File: src/rtl/parallel_bitgen7.sv
// Parallel stochastic bitstream generator: emits 7-lane words whose popcount
// averages a programmed 3.FRAC density, with lanes filled by cyclic rotation.
module parallel_bitgen7 #(
  parameter int unsigned FRAC = 4,
  parameter int unsigned LENW = 8
) (
  input  logic              clk,
  input  logic              rst,
  input  logic              in_valid,
  output logic              in_ready,
  input  logic [FRAC+2:0]   in_val,
  input  logic [LENW-1:0]   in_len,
  output logic [6:0]        out,
  output logic              out_valid,
  output logic              done
);

  localparam int unsigned VW = FRAC + 3;
  localparam logic [VW-1:0] VAL_MAX = VW'(7 << FRAC);

  typedef enum logic [1:0] {
    S_IDLE = 2'd0,
    S_RUN  = 2'd1,
    S_DONE = 2'd2
  } state_t;

  state_t state_q, state_d;

  logic [VW-1:0]   val_q, val_d;
  logic [FRAC-1:0] acc_q, acc_d;
  logic [2:0]      rot_q, rot_d;
  logic [LENW-1:0] rem_q, rem_d;

  logic            accept_c;
  logic [VW-1:0]   val_sat_c;
  logic [FRAC:0]   sum_c;
  logic [3:0]      k_c;
  logic [6:0]      therm_c;
  logic [6:0]      word_c;
  logic [3:0]      rot_sum_c;

  // State register
  always_ff @(posedge clk) begin
    if (rst) state_q <= S_IDLE;
    else     state_q <= state_d;
  end

  // Next-state logic
  always_comb begin
    state_d = state_q;
    case (state_q)
      S_IDLE: if (accept_c) state_d = (in_len == '0) ? S_DONE : S_RUN;
      S_RUN:  if (rem_q == LENW'(1)) state_d = S_DONE;
      S_DONE: state_d = S_IDLE;
      default: state_d = S_IDLE;
    endcase
  end

  // Output decode; out is gated so it reads zero outside a burst word
  always_comb begin
    in_ready  = 1'b0;
    out_valid = 1'b0;
    done      = 1'b0;
    out       = '0;
    case (state_q)
      S_IDLE: in_ready = ~rst;
      S_RUN: begin
        out_valid = 1'b1;
        out       = word_c;
      end
      S_DONE: done = 1'b1;
      default: ;
    endcase
  end

  assign accept_c  = in_valid & in_ready;
  assign val_sat_c = (in_val > VAL_MAX) ? VAL_MAX : in_val;

  // Per-word ones count: integer part plus carry out of the fraction accumulator
  always_comb begin
    sum_c     = {1'b0, acc_q} + {1'b0, val_q[FRAC-1:0]};
    k_c       = {1'b0, val_q[FRAC+2:FRAC]} + 4'(sum_c[FRAC]);
    therm_c   = 7'((8'd1 << k_c) - 8'd1);
    rot_sum_c = {1'b0, rot_q} + k_c;
  end

  // Rotate the thermometer code left by rot within 7 lanes
  always_comb begin
    word_c = therm_c;
    case (rot_q)
      3'd0: word_c = therm_c;
      3'd1: word_c = {therm_c[5:0], therm_c[6]};
      3'd2: word_c = {therm_c[4:0], therm_c[6:5]};
      3'd3: word_c = {therm_c[3:0], therm_c[6:4]};
      3'd4: word_c = {therm_c[2:0], therm_c[6:3]};
      3'd5: word_c = {therm_c[1:0], therm_c[6:2]};
      3'd6: word_c = {therm_c[0],   therm_c[6:1]};
      default: word_c = therm_c;
    endcase
  end

  // Datapath next-state: load on accept, advance only while running
  always_comb begin
    val_d = val_q;
    acc_d = acc_q;
    rot_d = rot_q;
    rem_d = rem_q;
    if (state_q == S_IDLE && accept_c) begin
      val_d = val_sat_c;
      acc_d = '0;
      rot_d = '0;
      rem_d = in_len;
    end else if (state_q == S_RUN) begin
      acc_d = sum_c[FRAC-1:0];
      rot_d = (rot_sum_c >= 4'd7) ? 3'(rot_sum_c - 4'd7) : 3'(rot_sum_c);
      rem_d = rem_q - LENW'(1);
    end
  end

  always_ff @(posedge clk) begin
    if (rst) begin
      val_q <= '0;
      acc_q <= '0;
      rot_q <= '0;
      rem_q <= '0;
    end else begin
      val_q <= val_d;
      acc_q <= acc_d;
      rot_q <= rot_d;
      rem_q <= rem_d;
    end
  end

endmodule

File: config.mk
export PLATFORM = sky130hd
export DESIGN_NAME = parallel_bitgen7
export DESIGN_NICKNAME = d
export VERILOG_FILES = /design/src/rtl/parallel_bitgen7.sv
export SDC_FILE = /design/constraint.sdc
export NUM_CORES = 1
export LEC_CHECK = 0
export ABC_AREA = 1
export CAP_MARGIN = 20
export CORE_MARGIN = 2
export CORE_UTILIZATION = 51
export CTS_CLUSTER_DIAMETER = 120
export DETAILED_ROUTE_END_ITERATION = 8
export HOLD_SLACK_MARGIN = 0.1
export PLACE_DENSITY = 0.75
export SLEW_MARGIN = 0
export SYNTH_ARGS = -nofsm -noshare
export SYNTH_HDL_FRONTEND = slang
export SYNTH_SLANG_ARGS = --single-unit
File: constraint.sdc
create_clock -name clk -period 3.95 [get_ports clk]
set_input_delay 0.9875 -clock clk [delete_from_list [all_inputs] [get_ports clk]]
set_output_delay 0.9875 -clock clk [all_outputs]
set_load 0.02 [all_outputs]
==> results.md <==
- Critical Path, Cell by Cell: ha_4 -> inv_2 -> fa_2 -> inv_2 -> nand3_2 -> nand2_4 -> ha_4 -> ha_4 -> buf_4 -> xor2_4 -> nand2_2 -> nor2_2 -> buf_4 -> nand3_1 -> buf_4 -> nand3_1 -> nand3_1 -> nor2_1 -> nor2_1 -> buf_2
- Switching share of power: between 30% and 40%
- Sw Pwr: around 270 µW
- P_leak: 1.35 nW
- Arr. time, crit path: 3.07 ns
- Synth top area share: ~23%
- Number of cells produced by synthesis: 349
- Final wirelength: 5990 µm
- Largest net degree at the start of global routing: 17
- # DRC: 0
- Synthesized area: about 0.0021 mm²
- Maximum VDD drop: between 0.2 and 0.3 mV
- IO Pins: 28
- CP required: a little under 3 ns
- Maxcap violations: 0
- Num CTS Buffers: 3
- Combinational Power Share: approximately 40%
- Area contributors post-synth: dfxtp_1 23%, nand2_1 17%, nand3_1 9.6%, inv_1 9.0%, ha_1 8.4%
- Die height: 67.8 µm
- Vias in the first global route: 2313
- Relative slew slack: 59.2%
- Post-Syn Nets: 382
- Slew @ Worst Pin: 0.611 ns
- Drt pass-1 iters: 5
- Period utilization: 103%
- Count of nets after finishing: 444
- Grt ovf: 0
- Setup Total Neg Slack: -0.404 ns
- CP Capture Type: output port
- Failing checks: setup timing
- Root Driver: clkbuf_8
- Syn avg cell area: just under 6 µm²
- Worst slack at placement: -0.411 ns
- Wire length of the first global-routing pass: slightly below 10000 µm
- Vias/cell: approximately 5.4
- Worst setup SP type: register
- DP Wirelength: 4190 µm
- Row cnt: 23
- WHS Endpoint: acc_q[2]
- Initial Utilization: around 52%
- R2R depth: 21
- Tightest Hold Check Type: register to register
- Share of layout cells above drive strength 1: a little over a fifth
- Flops & latches, synth: 24
- Power Dens Cells: 261 mW/mm²
- Final RePlAce weighted congestion: around 0.92
- Area Growth Syn to Fin: 37.8%
- Design internal power: between 400 and 500 µW
- Clock power frac: between 20 and 25%
- Max Fclk: 0.246 GHz
- Flop2flop setup slack: between 0.9 and 1 ns
- Seq/Total Area, Yosys: 23.1%
- Fin worst setup slack: -0.112 ns
- Hold_buf cts: 0
- Initial DRC count: about 430
- CTS tree: built
- Crit path time final: just over 4 ns
- Antenna Diode Count: 0
- Crit-path max FO: 3
- DP Area: roughly 0.0026 mm²
- Clock sink count: 24
- Yosys warns: 0
- Setup violators final: 7
- Hold Crit Start: acc_q[2]
- FF-to-FF End: rot_q[1]
- Max stage delay cell, worst path: dfxtp_2
- CP top delay family: simple AND/OR/NAND/NOR gates
- Most area-hungry cell type in the Yosys netlist: dfxtp_1
- Clk_skew: around 0.0048 ns
- Design Area, Final: roughly 0.0029 mm²
- Post-route ant nets: 0
- RSZ-0062 raised after global routing: yes
- Total die area: about 0.0046 mm²
- Horiz. Die Dim: roughly 68 µm
- Post-synthesis cell type count: 30
- Slew Viols, Final: 0
- DR WL/cell: between 10 and 15 µm
- Share of power burned in registers: 37.7%
- CORE AREA: a little under 0.004 mm²
- Initial antenna violation count: 0
- CP Class: register to output port
- Critical Path Source: val_q[0]
- Reg-to-Reg Start: val_q[0]
- Hold Crit Depth: 2
- Via count: 2494
- Final hold viol count: 0
- H-tree Lvls: 1
- Overall Power: around 750 µW
- Clock transition at path regs: roughly 0.09 ns
- Status: complete, but fails checks
- Final Util: around 70%
- Clk Latency, worst-skew pair: 0.27 ns
- Critical path's largest stage delay: about 0.36 ns
- Total Routing Usage GR: 27.8%
- Buf/Inv on CP: 6
- I/O Buffers: 27
- Max clock buf depth: 2
[what timing repair did]
action,in CTS,in global routing
hold endpoints to repair,0,0
pin swaps,13,18
buffers inserted,5,5
gates resized for setup,59,20
setup endpoints to repair,7,7
[through the flow]
| stage | hold slack (ns) | cells |
|---|---|---|
| 2_1_floorplan | 0.448 | 349 |
| 3_3_place_gp | 0.457 | 446 |
| 3_5_place_dp | 0.466 | 446 |
| 4_1_cts | 0.480 | 455 |
| 5_1_grt | 0.506 | 460 |
| 6_report | 0.480 | 460 |
[logic make-up after synthesis]
family                   Yosys count  synth area share [%]
buffers and inverters             57                  10.5
flip-flops                        24                  23.1
adder cells (fa/ha/maj)           15                  9.40
AND/OR/NAND/NOR                  190                  39.0
AO/OA/AOI/OAI                     56                  15.1
XOR/XNOR                           7                  2.95
[metal layers]
metal	up-vias	global-route usage, %	wire (µm)
li1	1263	-	-
met1	1123	33.1	2520
met2	94	51.2	3030
met3	14	4.77	339
met4	0	7.75	99
met5	-	0	0
[synthesized netlist by cell type]
library cell,instances
a41oi_1,1
clkbuf_1,4
nand2_2,1
o211ai_1,1
nor3_4,1
nand2_1,95
and2_1,1
o32ai_1,1
inv_1,50
o21ai_1,1
nor2_2,1
a21oi_1,24
a211oi_1,1
ha_1,14
or2_2,1
xor2_1,3
o21ai_0,20
a32o_1,3
xnor2_1,4
clkbuf_2,1
fa_1,1
nor4_1,2
nand3b_1,1
a31oi_1,4
dfxtp_1,24
buf_2,2
nor2_1,40
nand3_1,40
nand4_1,5
nor3_1,2
[sequential cells by signal, summed over array words and instances, names as in the netlist]
| register | cells |
|---|---|
| val_q | 7 |
| rot_q | 3 |
| acc_q | 4 |
| rem_q | 8 |
| state_q | 2 |
[worst max-delay path by stage]
stage	end	slack (ns)	cells past startpoint
after CTS	out[3]	-0.03	21
after detailed placement	out[5]	-0.41	21
after global placement	out[5]	-0.31	21
final	out[0]	-0.11	20
after global routing	out[1]	-0.28	20
after floorplan	out[5]	0.04	20
[cell usage in the layout, fill, tap and decap left out, drive strengths merged]
master | Yosys | routed
nand2 | 96 | 96
inv | 50 | 50
buf | 2 | 44
nor2 | 41 | 41
nand3 | 40 | 40
dfxtp | 24 | 24
a21oi | 24 | 24
o21ai | 21 | 21
clkdlybuf4s50 | 0 | 20
ha | 14 | 14
nand4 | 5 | 5
a31oi | 4 | 4
clkbuf | 5 | 4
xnor2 | 4 | 4
a32o | 3 | 3
nor3 | 3 | 3
xor2 | 3 | 3
nor4 | 2 | 2
and2 | 1 | 1
nand3b | 1 | 1
o211ai | 1 | 1
o32ai | 1 | 1
or2 | 1 | 1
a41oi | 1 | 1
a211oi | 1 | 1
fa | 1 | 1
[cell type report]
type                       instances  area, µm²
sequential                        24        483
clock buffer                       4       55.1
fill                             347       1110
inverter                          50        188
tap                               50       62.6
multi-input combinational        268       1540
timing repair buffer              64        532
[tightest hold or removal path, cell delays in order (launching register included)]
cell,delay (ns)
dfxtp_1,0.32
nand2_1,0.06
a21oi_1,0.06
[power groups by stage]
stage | combinational, mW | sequential (mW) | clock [mW]
6_report | 0.297 | 0.281 | 0.168
4_1_cts | 0.279 | 0.279 | 0.176
2_1_floorplan | 0.175 | 0.279 | 0
5_1_grt | 0.330 | 0.284 | 0.182
3_3_place_gp | 0.263 | 0.283 | 0
3_5_place_dp | 0.268 | 0.284 | 0
(Power assumes the default switching activity.)
